$ cat config.mk
export PLATFORM = sky130hd
export DESIGN_NAME = uart_tx_queue
export DESIGN_NICKNAME = d
export VERILOG_FILES = /design/src/rtl/uart_tx_queue_pkg.sv /design/src/rtl/uart_tx_queue_sync_fifo16.sv /design/src/rtl/uart_tx_queue.sv
export SDC_FILE = /design/constraint.sdc
export NUM_CORES = 1
export LEC_CHECK = 0
export ABC_AREA = 1
export CAP_MARGIN = 20
export CORE_UTILIZATION = 55
export CTS_BUF_LIST = sky130_fd_sc_hd__clkbuf_8
export CTS_CLUSTER_DIAMETER = 50
export CTS_CLUSTER_SIZE = 24
export DETAILED_ROUTE_END_ITERATION = 7
export GPL_TIMING_DRIVEN = 0
export PLACE_DENSITY = 0.79
export SYNTH_ARGS = -nofsm -noshare
export SYNTH_HDL_FRONTEND = slang
export SYNTH_HIERARCHICAL = 1
export SYNTH_SLANG_ARGS = --single-unit
$ cat constraint.sdc
create_clock -name clk -period 2 [get_ports clk]
set_input_delay 0.4 -clock clk [delete_from_list [all_inputs] [get_ports clk]]
set_output_delay 0.4 -clock clk [all_outputs]
set_load 0.005 [all_outputs]
$ cat src/rtl/uart_tx_queue_pkg.sv
// Shared types and defaults for the UART transmit word queue.
// Optional watchdog is enabled by defining UART_TXQ_TIMEOUT_EN.
package uart_tx_queue_pkg;

    localparam int TXQ_DEPTH          = 8;
    localparam int TXQ_ADDR_W         = 3;
    localparam int TXQ_TIMEOUT_CYCLES = 5000;
    localparam int TXQ_TIMEOUT_W      = 13;
    localparam int TXQ_DATA_W         = 16;

    typedef enum logic [1:0] {
        S_IDLE      = 2'd0,
        S_SEND      = 2'd1,
        S_WAIT_CLR  = 2'd2,
        S_WAIT_DONE = 2'd3
    } txq_state_t;

endpackage

$ cat src/rtl/uart_tx_queue_sync_fifo16.sv
// 16-bit synchronous word FIFO: storage, pointers and occupancy count.
// Push is ignored when full, pop is ignored when empty.
module sync_fifo16
    import uart_tx_queue_pkg::*;
#(
    parameter int DEPTH  = TXQ_DEPTH,
    parameter int ADDR_W = TXQ_ADDR_W
) (
    input  logic                  clk,
    input  logic                  reset,
    input  logic                  push,
    input  logic [TXQ_DATA_W-1:0] push_data,
    input  logic                  pop,
    output logic [TXQ_DATA_W-1:0] head,
    output logic [ADDR_W:0]       count,
    output logic                  full,
    output logic                  empty
);

    logic [TXQ_DATA_W-1:0] mem [DEPTH];
    logic [ADDR_W-1:0]     wr_ptr;
    logic [ADDR_W-1:0]     rd_ptr;
    logic                  do_push;
    logic                  do_pop;

    assign full    = (count == (ADDR_W+1)'(DEPTH));
    assign empty   = (count == '0);
    assign do_push = push && !full;
    assign do_pop  = pop && !empty;
    assign head    = mem[rd_ptr];

    always_ff @(posedge clk) begin
        if (do_push) begin
            mem[wr_ptr] <= push_data;
        end
    end

    always_ff @(posedge clk) begin
        if (reset) begin
            wr_ptr <= '0;
            rd_ptr <= '0;
            count  <= '0;
        end else begin
            if (do_push) begin
                wr_ptr <= wr_ptr + 1'b1;
            end
            if (do_pop) begin
                rd_ptr <= rd_ptr + 1'b1;
            end
            unique case ({do_push, do_pop})
                2'b10:   count <= count + 1'b1;
                2'b01:   count <= count - 1'b1;
                default: count <= count;
            endcase
        end
    end

endmodule

$ cat src/rtl/uart_tx_queue.sv
// Word FIFO plus send sequencer feeding the UART transmitter.
// Define UART_TXQ_TIMEOUT_EN to add the done watchdog and timeout_err.
module uart_tx_queue
    import uart_tx_queue_pkg::*;
#(
    parameter int DEPTH          = TXQ_DEPTH,
    parameter int ADDR_W         = TXQ_ADDR_W
`ifdef UART_TXQ_TIMEOUT_EN
    ,
    parameter int TIMEOUT_CYCLES = TXQ_TIMEOUT_CYCLES,
    parameter int TIMEOUT_W      = TXQ_TIMEOUT_W
`endif
) (
    input  logic                  clk,
    input  logic                  reset,
    input  logic                  push_valid,
    input  logic [TXQ_DATA_W-1:0] push_data,
    output logic                  push_ready,
    input  logic                  uart_hold,
    input  logic                  uart_done,
    output logic                  uart_in_and_send,
    output logic [TXQ_DATA_W-1:0] uart_data,
    output logic                  uart_data_oe,
    output logic [ADDR_W:0]       count,
    output logic                  empty,
    output logic                  busy,
    output logic                  overflow,
    input  logic                  clear_overflow,
    output logic                  timeout_err
);

    txq_state_t            state;
    logic                  full;
    logic                  pop;
    logic                  expire;
    logic [TXQ_DATA_W-1:0] head;

    sync_fifo16 #(
        .DEPTH  (DEPTH),
        .ADDR_W (ADDR_W)
    ) u_fifo (
        .clk       (clk),
        .reset     (reset),
        .push      (push_valid),
        .push_data (push_data),
        .pop       (pop),
        .head      (head),
        .count     (count),
        .full      (full),
        .empty     (empty)
    );

    assign push_ready = !full;
    assign busy       = (state != S_IDLE);

    // The head stays queued until the UART reports done (or the watchdog fires).
    assign pop = ((state == S_WAIT_DONE) && uart_done) || expire;

`ifdef UART_TXQ_TIMEOUT_EN
    logic [TIMEOUT_W-1:0] wd_cnt;
    logic                 waiting;

    assign waiting = (state == S_WAIT_CLR) || (state == S_WAIT_DONE);
    assign expire  = waiting &&
                     (wd_cnt == TIMEOUT_W'(TIMEOUT_CYCLES - 1));

    always_ff @(posedge clk) begin
        if (reset) begin
            wd_cnt      <= '0;
            timeout_err <= 1'b0;
        end else begin
            if (state == S_IDLE) begin
                wd_cnt <= '0;
            end else begin
                wd_cnt <= wd_cnt + 1'b1;
            end
            if (expire) begin
                timeout_err <= 1'b1;
            end else if (clear_overflow) begin
                timeout_err <= 1'b0;
            end
        end
    end
`else
    assign expire      = 1'b0;
    assign timeout_err = 1'b0;
`endif

    always_ff @(posedge clk) begin
        if (reset) begin
            overflow <= 1'b0;
        end else if (push_valid && full) begin
            overflow <= 1'b1;
        end else if (clear_overflow) begin
            overflow <= 1'b0;
        end
    end

    always_ff @(posedge clk) begin
        if (reset) begin
            state            <= S_IDLE;
            uart_in_and_send <= 1'b0;
            uart_data_oe     <= 1'b0;
            uart_data        <= '0;
        end else begin
            unique case (state)
                S_IDLE: begin
                    if (!empty && !uart_hold) begin
                        state            <= S_SEND;
                        uart_data        <= head;
                        uart_in_and_send <= 1'b1;
                        uart_data_oe     <= 1'b1;
                    end
                end
                S_SEND: begin
                    state            <= S_WAIT_CLR;
                    uart_in_and_send <= 1'b0;
                    uart_data_oe     <= 1'b0;
                end
                // A done level left over from the previous word must drop first.
                S_WAIT_CLR: begin
                    if (expire) begin
                        state <= S_IDLE;
                    end else if (!uart_done) begin
                        state <= S_WAIT_DONE;
                    end
                end
                S_WAIT_DONE: begin
                    if (expire || uart_done) begin
                        state <= S_IDLE;
                    end
                end
                default: begin
                    state <= S_IDLE;
                end
            endcase
        end
    end

endmodule

==> results of run 1 <==
critical path, delay by kind of cell (launching register included):
family                 cells  cell delay (ps)
and+or+nand+nor            3             1240
DFF                        1              350
buffers and inverters      1               70
placed cells by master (no fill, tap or decap), types with 6 or more instances in the layout:
cell	synthesis	routed
nor2_2	2	7
edfxtp_1	128	128
a21oi_1	9	8
dfxtp_1	33	27
o22ai_1	16	16
buf_4	4	8
o21ai_0	67	66
o21ai_1	19	20
mux2i_1	16	16
ha_1	10	7
inv_2	0	6
buf_6	7	11
clkdlybuf4s50_1	0	44
buf_2	8	8
inv_1	31	30
nor2_1	118	109
clkbuf_8	0	21
nand3_1	8	6
nand2_1	77	76
cell families (layout without fill, tap and decap cells):
group,after synthesis,in the layout,share of synthesized area
other,1,1,0.000571
adder cells (fa/ha/maj),10,10,0.0190
multiplexers,16,16,0.0244
flip-flops,161,161,0.686
buffers and inverters,61,149,0.0508
AND/OR/NAND/NOR,212,212,0.127
AO/OA/AOI/OAI,112,112,0.0887
XOR/XNOR,3,3,0.00400
power by group through the flow:
| stage | Sequential, uW | Clock (uW) | Combinational, uW |
|---|---|---|---|
| finish | 4010 | 2300 | 1580 |
| global route | 4040 | 2460 | 1720 |
| CTS | 4000 | 2330 | 1490 |
| detailed placement | 4060 | 0 | 1450 |
| global placement | 4050 | 0 | 1370 |
| floorplan | 4050 | 0 | 812 |
area by class of cell:
| cell class | instances | share of cell area |
|---|---|---|
| Multi-Input combinational cell | 354 | 0.234 |
| Inverter | 33 | 0.0168 |
| Tap cell | 143 | 0.0229 |
| Timing Repair Buffer | 56 | 0.0722 |
| Buffer | 28 | 0.0259 |
| Clock inverter | 11 | 0.0127 |
| Sequential cell | 161 | 0.579 |
| Clock buffer | 21 | 0.0370 |
stage by stage:
stage / instance area, sq um / power (uW) / hold slack, ps
after floorplan: 6570 / 4860 / 449
after global placement: 7220 / 5420 / 450
after detailed placement: 7300 / 5510 / 463
after CTS: 7720 / 7820 / 482
after global routing: 7810 / 8220 / 506
final: 7810 / 7900 / 481
layer usage:
metal,wire (um),share of wire,track usage,up-vias
met2,7330,0.49,0.410,187
met3,991,0.067,0.0601,46
met1,5990,0.40,0.301,2184
met4,548,0.037,0.130,0
li1,-,-,-,2133
met5,0,0,0,-
registers in the layout (all words and copies together), names as in the netlist, named ones only:
name and flops:
u_fifo/rd_ptr 3, uart_data_oe 1, overflow 1, u_fifo/count 4, u_fifo/mem 128, state 2, uart_data 16, u_fifo/wr_ptr 3
how the worst min path moves through the flow:
stage,startpoint,slack (ps),end
after detailed placement,overflow$_SDFFE_PP0P_,460,overflow$_SDFFE_PP0P_
final,overflow$_SDFFE_PP0P_,480,overflow$_SDFFE_PP0P_
after floorplan,overflow$_SDFFE_PP0P_,450,overflow$_SDFFE_PP0P_
after global routing,overflow$_SDFFE_PP0P_,510,overflow$_SDFFE_PP0P_
after CTS,overflow$_SDFFE_PP0P_,480,overflow$_SDFFE_PP0P_
after global placement,overflow$_SDFFE_PP0P_,450,overflow$_SDFFE_PP0P_
what timing repair did:
item                       4_1_cts  5_1_grt
pin swaps                        1        1
setup endpoints to repair       77       63
gates resized for setup         16       19
buffers inserted                 0        4
==> reports/qor.txt, run 1 <==
Die W: 111 um
R2R depth: 4
Total Wirelength: 14.9 mm
number of I/O port buffers: 47
clock power share: 0.292
sequential fraction of design power: 0.508
# setup viols final: 32
setup_tns: -1140 ps
crit path from: u_fifo/count[2]$_SDFFE_PP0P_
first-pass GRT wire length: 22.6 mm
register bit count reported by yosys: 161
Post-synth EDFFs: 128
CTS tree: yes
Worst Setup EP: u_fifo/mem[6][14]$_DFFE_PP_
Post-Place Worst Slack: -589 ps
Clock Latency Late Sink: 450 ps
Pleak: 0.00286 uW
CTS Buf Count: 17
via/cell ratio: 5.64
Post-Layout Cell Count: 807
Layout area overhead: 18.9%
1st-pass router iterations: 7
total gr overflow: 0
critical path arrival: 2120 ps
Final Hold Fails: 0
antenna violations before repair: 0
root buffer cell: clkbuf_8
RR Endpoint: u_fifo/mem[6][14]$_DFFE_PP_
critical path class: register to register
flop2flop setup slack: -60 ps
final core occ: 0.678
Die Ht: 111 um
CP Max Fanout: 16
worst min path class: register to register
Seq/Total Area, Yosys: 0.686
Starting Density: 0.571
DRC errors left: 2
PD cells: 1010 nW/um^2
CP Data Required Time: 2070 ps
Sink Count: 161
cell-by-cell trace of the critical path: inv_2 -> nand3_4 -> nand3_1 -> nor2_2
Worst setup EP type: register
Mapped Nets: 608
clock transition at the registers of the reported paths: 80 ps
Worst-Margin Slew: 1060 ps
min cycle time layout: 2060 ps
max_cap viols: 0
routed via count: 4550
Switching Fraction: 0.264
Worst Clk Skew: 14.9 ps
Post-synth top cells: edfxtp_1 (128), nor2_1 (118), nand2_1 (77)
Tcrit/Tclk final: 1.03
Avg Cell Area, Syn: 11.4 sq um
Critical Path Max Stage Delay: 890 ps
YS warnings: 6
P_int: 5820 uW
top-count cell post-synth: edfxtp_1
FP Rows: 39
RSZ-0062 raised after global routing: yes
Final WS setup: -58.9 ps
FILL cells: 812
worst hold path stage count: 2
Comb pwr share: 0.200
Highest Clock Rate: 486 MHz
multi-input logic area: 1830 sq um
status: complete, but fails checks
CP Launch Type: register
Placer Congestion: 0.900
Peak VDD IR: 0.667 mV
Placed Instances: 771
Post-synth ARST share: 0
diode count: 0
core region area: 11500 sq um
count of pins over their slew limit: 0
clock buffer depth: 2
Top FF cell, synth: edfxtp_1
H-tree Lvls: 4
Post-Synthesis Cell Area: 6570 sq um
final antenna-violating net count: 0
number of global-route vias before repair: 4399
NumNets Final: 683
Crit Reg-Reg Startpoint: u_fifo/count[2]$_SDFFE_PP0P_
worst-path cell with the longest stage delay: nor2_2
total track usage: 0.247
Ports: 49
synth unique cells: 31
register area: 4520 sq um
die footprint: 12400 sq um
largest net degree at the start of global routing: 17
top-area cell type share of the netlist area: 0.585
relative slew slack: 0.294
dpl hpwl: 9.65 mm
post-cts hold buffer count: 0
Mapped Cells: 576
top cells by area, synth: edfxtp_1 (59%), dfxtp_1 (10%), nor2_1 (6.7%)
failing checks: design-rule violations, negative setup slack
DR WL/cell: 18.4 um
layout cells sized above 1: 0.140
switching power: 2080 uW
First DRT Iteration DRCs: 344
area leader, netlist: edfxtp_1
(Power assumes the default switching activity.)
==> run 2, diff against run 1 <==
CORE_UTILIZATION = 60   (was 55)
PLACE_DENSITY = 0.81   (was 0.79)
clock period = 1.9 ns   (was 2 ns; I/O delays follow)
==> reports/qor.txt, run 2 (synthesis results as in run 1) <==
status: complete, but fails checks
failing checks: negative setup slack
Post-Place Worst Slack: -570 ps
Tcrit/Tclk final: 1.03
DR WL/cell: 19.5 um
count of pins over their slew limit: 0
antenna violations before repair: 0
first-pass GRT wire length: 23.5 mm
Die Ht: 107 um
clock transition at the registers of the reported paths: 90 ps
via/cell ratio: 5.87
Pleak: 0.00290 uW
biggest regs: u_fifo/mem x128, uart_data x16, u_fifo/count x4
Worst Clk Skew: 14.4 ps
Die W: 107 um
Hold WS: 475 ps
Placer Congestion: 0.857
CTS Buf Count: 17
NumNets Final: 691
critical path arrival: 2300 ps
Total Wirelength: 15.8 mm
most common cell after layout, fill and taps aside: edfxtp_1
worst min path class: register to register
H-tree Lvls: 4
Final WS setup: -54.0 ps
CP Data Required Time: 2250 ps
Pwr Total: 8340 uW
CP Launch Type: register
Post-Layout Cell Count: 808
Highest Clock Rate: 512 MHz
Top reg by flops: u_fifo/mem
min cycle time layout: 1950 ps
largest net degree at the start of global routing: 17
Ports: 49
Worst-Margin Slew: 712 ps
PD cells: 1050 nW/um^2
total gr overflow: 0
FP Rows: 37
final antenna-violating net count: 0
max_cap viols: 0
1st-pass router iterations: 6
Sink Count: 161
Worst setup EP type: register
DRC errors left: 0
Peak VDD IR: 0.702 mV
CP Max Fanout: 5
number of global-route vias before repair: 4575
die footprint: 11400 sq um
Clock Latency Late Sink: 450 ps
max reg flops: 128
most frequent cells in the layout: edfxtp_1 (128), nor2_1 (108), nand2_1 (76)
Starting Density: 0.628
setup_tns: -54.0 ps
RSZ-0062 raised after global routing: yes
post-cts hold buffer count: 0
number of I/O port buffers: 47
clock buffer depth: 2
dpl hpwl: 9.80 mm
root buffer cell: clkbuf_8
routed via count: 4740
Placed Instances: 765
First DRT Iteration DRCs: 473
total track usage: 0.286
critical path class: register to register
core region area: 10500 sq um
CTS tree: yes
Final Hold Fails: 0
relative slew slack: 0.526
# setup viols final: 1
layout cells sized above 1: 0.150
diode count: 0
Layout area overhead: 20.5%
[run 2: cell count changes in the layout (fill, tap and decap cells not counted), sizes merged, moves of 2 or more]
cell / delta
inv: +4
clkinv: -2
buf: +8
clkbuf: -3
[run 2: per-stage QoR]
stage	instance area, sq um	util
2_1_floorplan	6570	-
3_3_place_gp	7210	0.689
3_5_place_dp	7300	0.698
4_1_cts	7800	0.745
5_1_grt	7920	0.757
6_report	7920	0.757
[run 2: where the power goes]
part	internal, uW	total, uW	leakage [uW]	switching [uW]
Sequential	4080	4210	0.00143	133
Combinational	777	1740	0.00125	964
Clock	1180	2380	0.000210	1200
[run 2: metal layers]
layer  part of all wire  up-vias  GRT usage
li1                   -     2146          -
met1               0.38     2265      0.357
met2               0.50      271      0.478
met3              0.088       58     0.0590
met4              0.033        0      0.138
met5                  0        -          0
[run 2: final timing paths]
path                                 from                      endpoint  slack (ps)  cells past startpoint
max          u_fifo/count[3]$_SDFFE_PP0P_  u_fifo/count[2]$_SDFFE_PP0P_         -50                     12
max reg2reg  u_fifo/count[3]$_SDFFE_PP0P_  u_fifo/count[2]$_SDFFE_PP0P_         -50                     12
min reg2reg         overflow$_SDFFE_PP0P_         overflow$_SDFFE_PP0P_         470                      2
min                 overflow$_SDFFE_PP0P_         overflow$_SDFFE_PP0P_         470                      2
[run 2: timing repair]
item	in CTS	in global routing
setup endpoints to repair	100	76
gates resized for setup	36	6
pin swaps	3	8
setup buffers	2	9
[run 2: layout make-up]
class                      count  area (sq um)
sequential                   161          4520
clock inverter                14           126
fill                         654          2540
clock buffer                  18           248
inverter                      33           134
multi-input combinational    354          1860
timing repair buffer          64           662
buffer                        28           203
tap                          136           170
[run 2: critical path, cell delays in order, from the launching register on]
cell,delay [ps]
dfxtp_1,370
inv_1,150
nand3_2,130
nand2_4,130
inv_4,50
ha_4,160
nor2_1,150
nor2_2,80
ha_1,200
a21oi_2,120
xnor2_1,90
o21ai_1,170
inv_1,50
==> run 3, diff against run 2 <==
GPL_TIMING_DRIVEN = unset   (was 0)
==> reports/qor.txt, run 3 (synthesis results as in run 1) <==
status: finished clean
Ports: 49
Sink Count: 161
Final WS setup: 64.1 ps
Worst setup EP type: output port
crit-path leading delay family: buffers and inverters
layout cells sized above 1: 0.144
Worst Clk Skew: 14.0 ps
final antenna-violating net count: 0
largest net degree at the start of global routing: 65
RSZ-0062 raised after global routing: yes
Pleak: 0.00286 uW
CTS tree: yes
antenna violations before repair: 0
Die Ht: 107 um
number of global-route vias before repair: 4534
worst min path class: register to register
DR WL/cell: 17.6 um
Post-Layout Cell Count: 802
dpl hpwl: 8.59 mm
H-tree Lvls: 4
clock transition at the registers of the reported paths: 80 ps
Layout area overhead: 18.8%
PD cells: 1070 nW/um^2
clock buffer depth: 2
Placer Congestion: 0.819
worst-path cell with the longest stage delay: dfxtp_2
FILL cells: 676
Worst-Margin Slew: 704 ps
first-pass GRT wire length: 22.3 mm
Tcrit/Tclk final: 0.966
routed via count: 4517
number of I/O port buffers: 47
root buffer cell: clkbuf_8
critical path arrival: 1460 ps
Clock Latency Late Sink: 440 ps
Starting Density: 0.628
multi-input logic area: 1800 sq um
max_cap viols: 0
register area: 4510 sq um
post-route cell area: 7810 sq um
min cycle time layout: 1840 ps
First DRT Iteration DRCs: 358
total gr overflow: 0
Die W: 107 um
CP Data Required Time: 1520 ps
Total Wirelength: 14.1 mm
CP Launch Type: register
CP Max Fanout: 3
via/cell ratio: 5.63
FP Rows: 37
critical path class: register to output port
Peak VDD IR: 0.552 mV
count of pins over their slew limit: 0
diode count: 0
max reg flops: 128
total track usage: 0.266
relative slew slack: 0.530
NumNets Final: 685
most frequent cells in the layout: edfxtp_1 (128), nor2_1 (115), nand2_1 (77)
Buf+Inv Stages, Crit Path: 4
die footprint: 11400 sq um
DRC errors left: 0
# setup viols final: 0
Post-DP Area: 7300 sq um
Highest Clock Rate: 545 MHz
Post-Place Worst Slack: -421 ps
Top reg by flops: u_fifo/mem
Critical Path Max Stage Delay: 340 ps
core region area: 10500 sq um
most common cell after layout, fill and taps aside: edfxtp_1
Placed Instances: 766
CTS Buf Count: 17
1st-pass router iterations: 5
Final Hold Fails: 0
biggest regs: u_fifo/mem x128, uart_data x16, u_fifo/count x4
cell-by-cell trace of the critical path: buf_4 -> inv_2 -> ha_4 -> inv_1 -> dlygate4sd2_1
## run 3: layer usage
metal  track usage  vias up  part of all wire
li1              -     2132                 -
met1         0.346     2184              0.40
met2         0.439      179              0.51
met3        0.0578       22             0.067
met4         0.101        0             0.018
met5             0        -                 0
## run 3: timing repair
item	CTS	global route
setup endpoints to repair	4	3
pin swaps	3	0
hold endpoints to repair	0	0
resized for setup	16	12
hold buffers	0	0
buffers inserted	4	0
## run 3: metrics by stage
step	hold WS [ps]	total power [uW]	util	setup TNS (ps)
final	468	8370	0.746	0
after global routing	495	8760	0.746	-22.8
after floorplan	449	5120	-	-2560
after global placement	449	5710	0.697	-5970
after CTS	473	8330	0.742	0
after detailed placement	458	5800	0.697	-10510
## run 3: power by group
group | internal [uW] | total [uW] | switching (uW)
Combinational | 741 | 1660 | 916
Sequential | 4070 | 4210 | 135
Clock | 1280 | 2510 | 1230
Total | 6090 | 8370 | 2280
## run 3: area by class of cell
type / count / area share
Tap cell: 136 / 0.0218
Sequential cell: 161 / 0.578
Clock buffer: 20 / 0.0353
Multi-Input combinational cell: 354 / 0.230
Timing Repair Buffer: 86 / 0.101
Inverter: 33 / 0.0168
Clock inverter: 12 / 0.0170
## run 3: worst register-to-register path: stages (launching register included)
cell and delay [ps]:
dfxtp_2 340, inv_1 80, nand3_2 100, buf_4 120, nand2_2 60, buf_4 160
nor2_1 110, inv_1 90, nor2_1 220, buf_4 230
## run 3: path summary, 6_finish.rpt
kind                           startpoint                     endpoint  slack (ps)  cells after the start
max                 state[1]$_SDFFE_PP0P_                         busy          60                      5
min reg2reg         overflow$_SDFFE_PP0P_        overflow$_SDFFE_PP0P_         470                      2
min                 overflow$_SDFFE_PP0P_        overflow$_SDFFE_PP0P_         470                      2
max reg2reg  u_fifo/count[2]$_SDFFE_PP0P_  u_fifo/mem[3][11]$_DFFE_PP_          90                      9
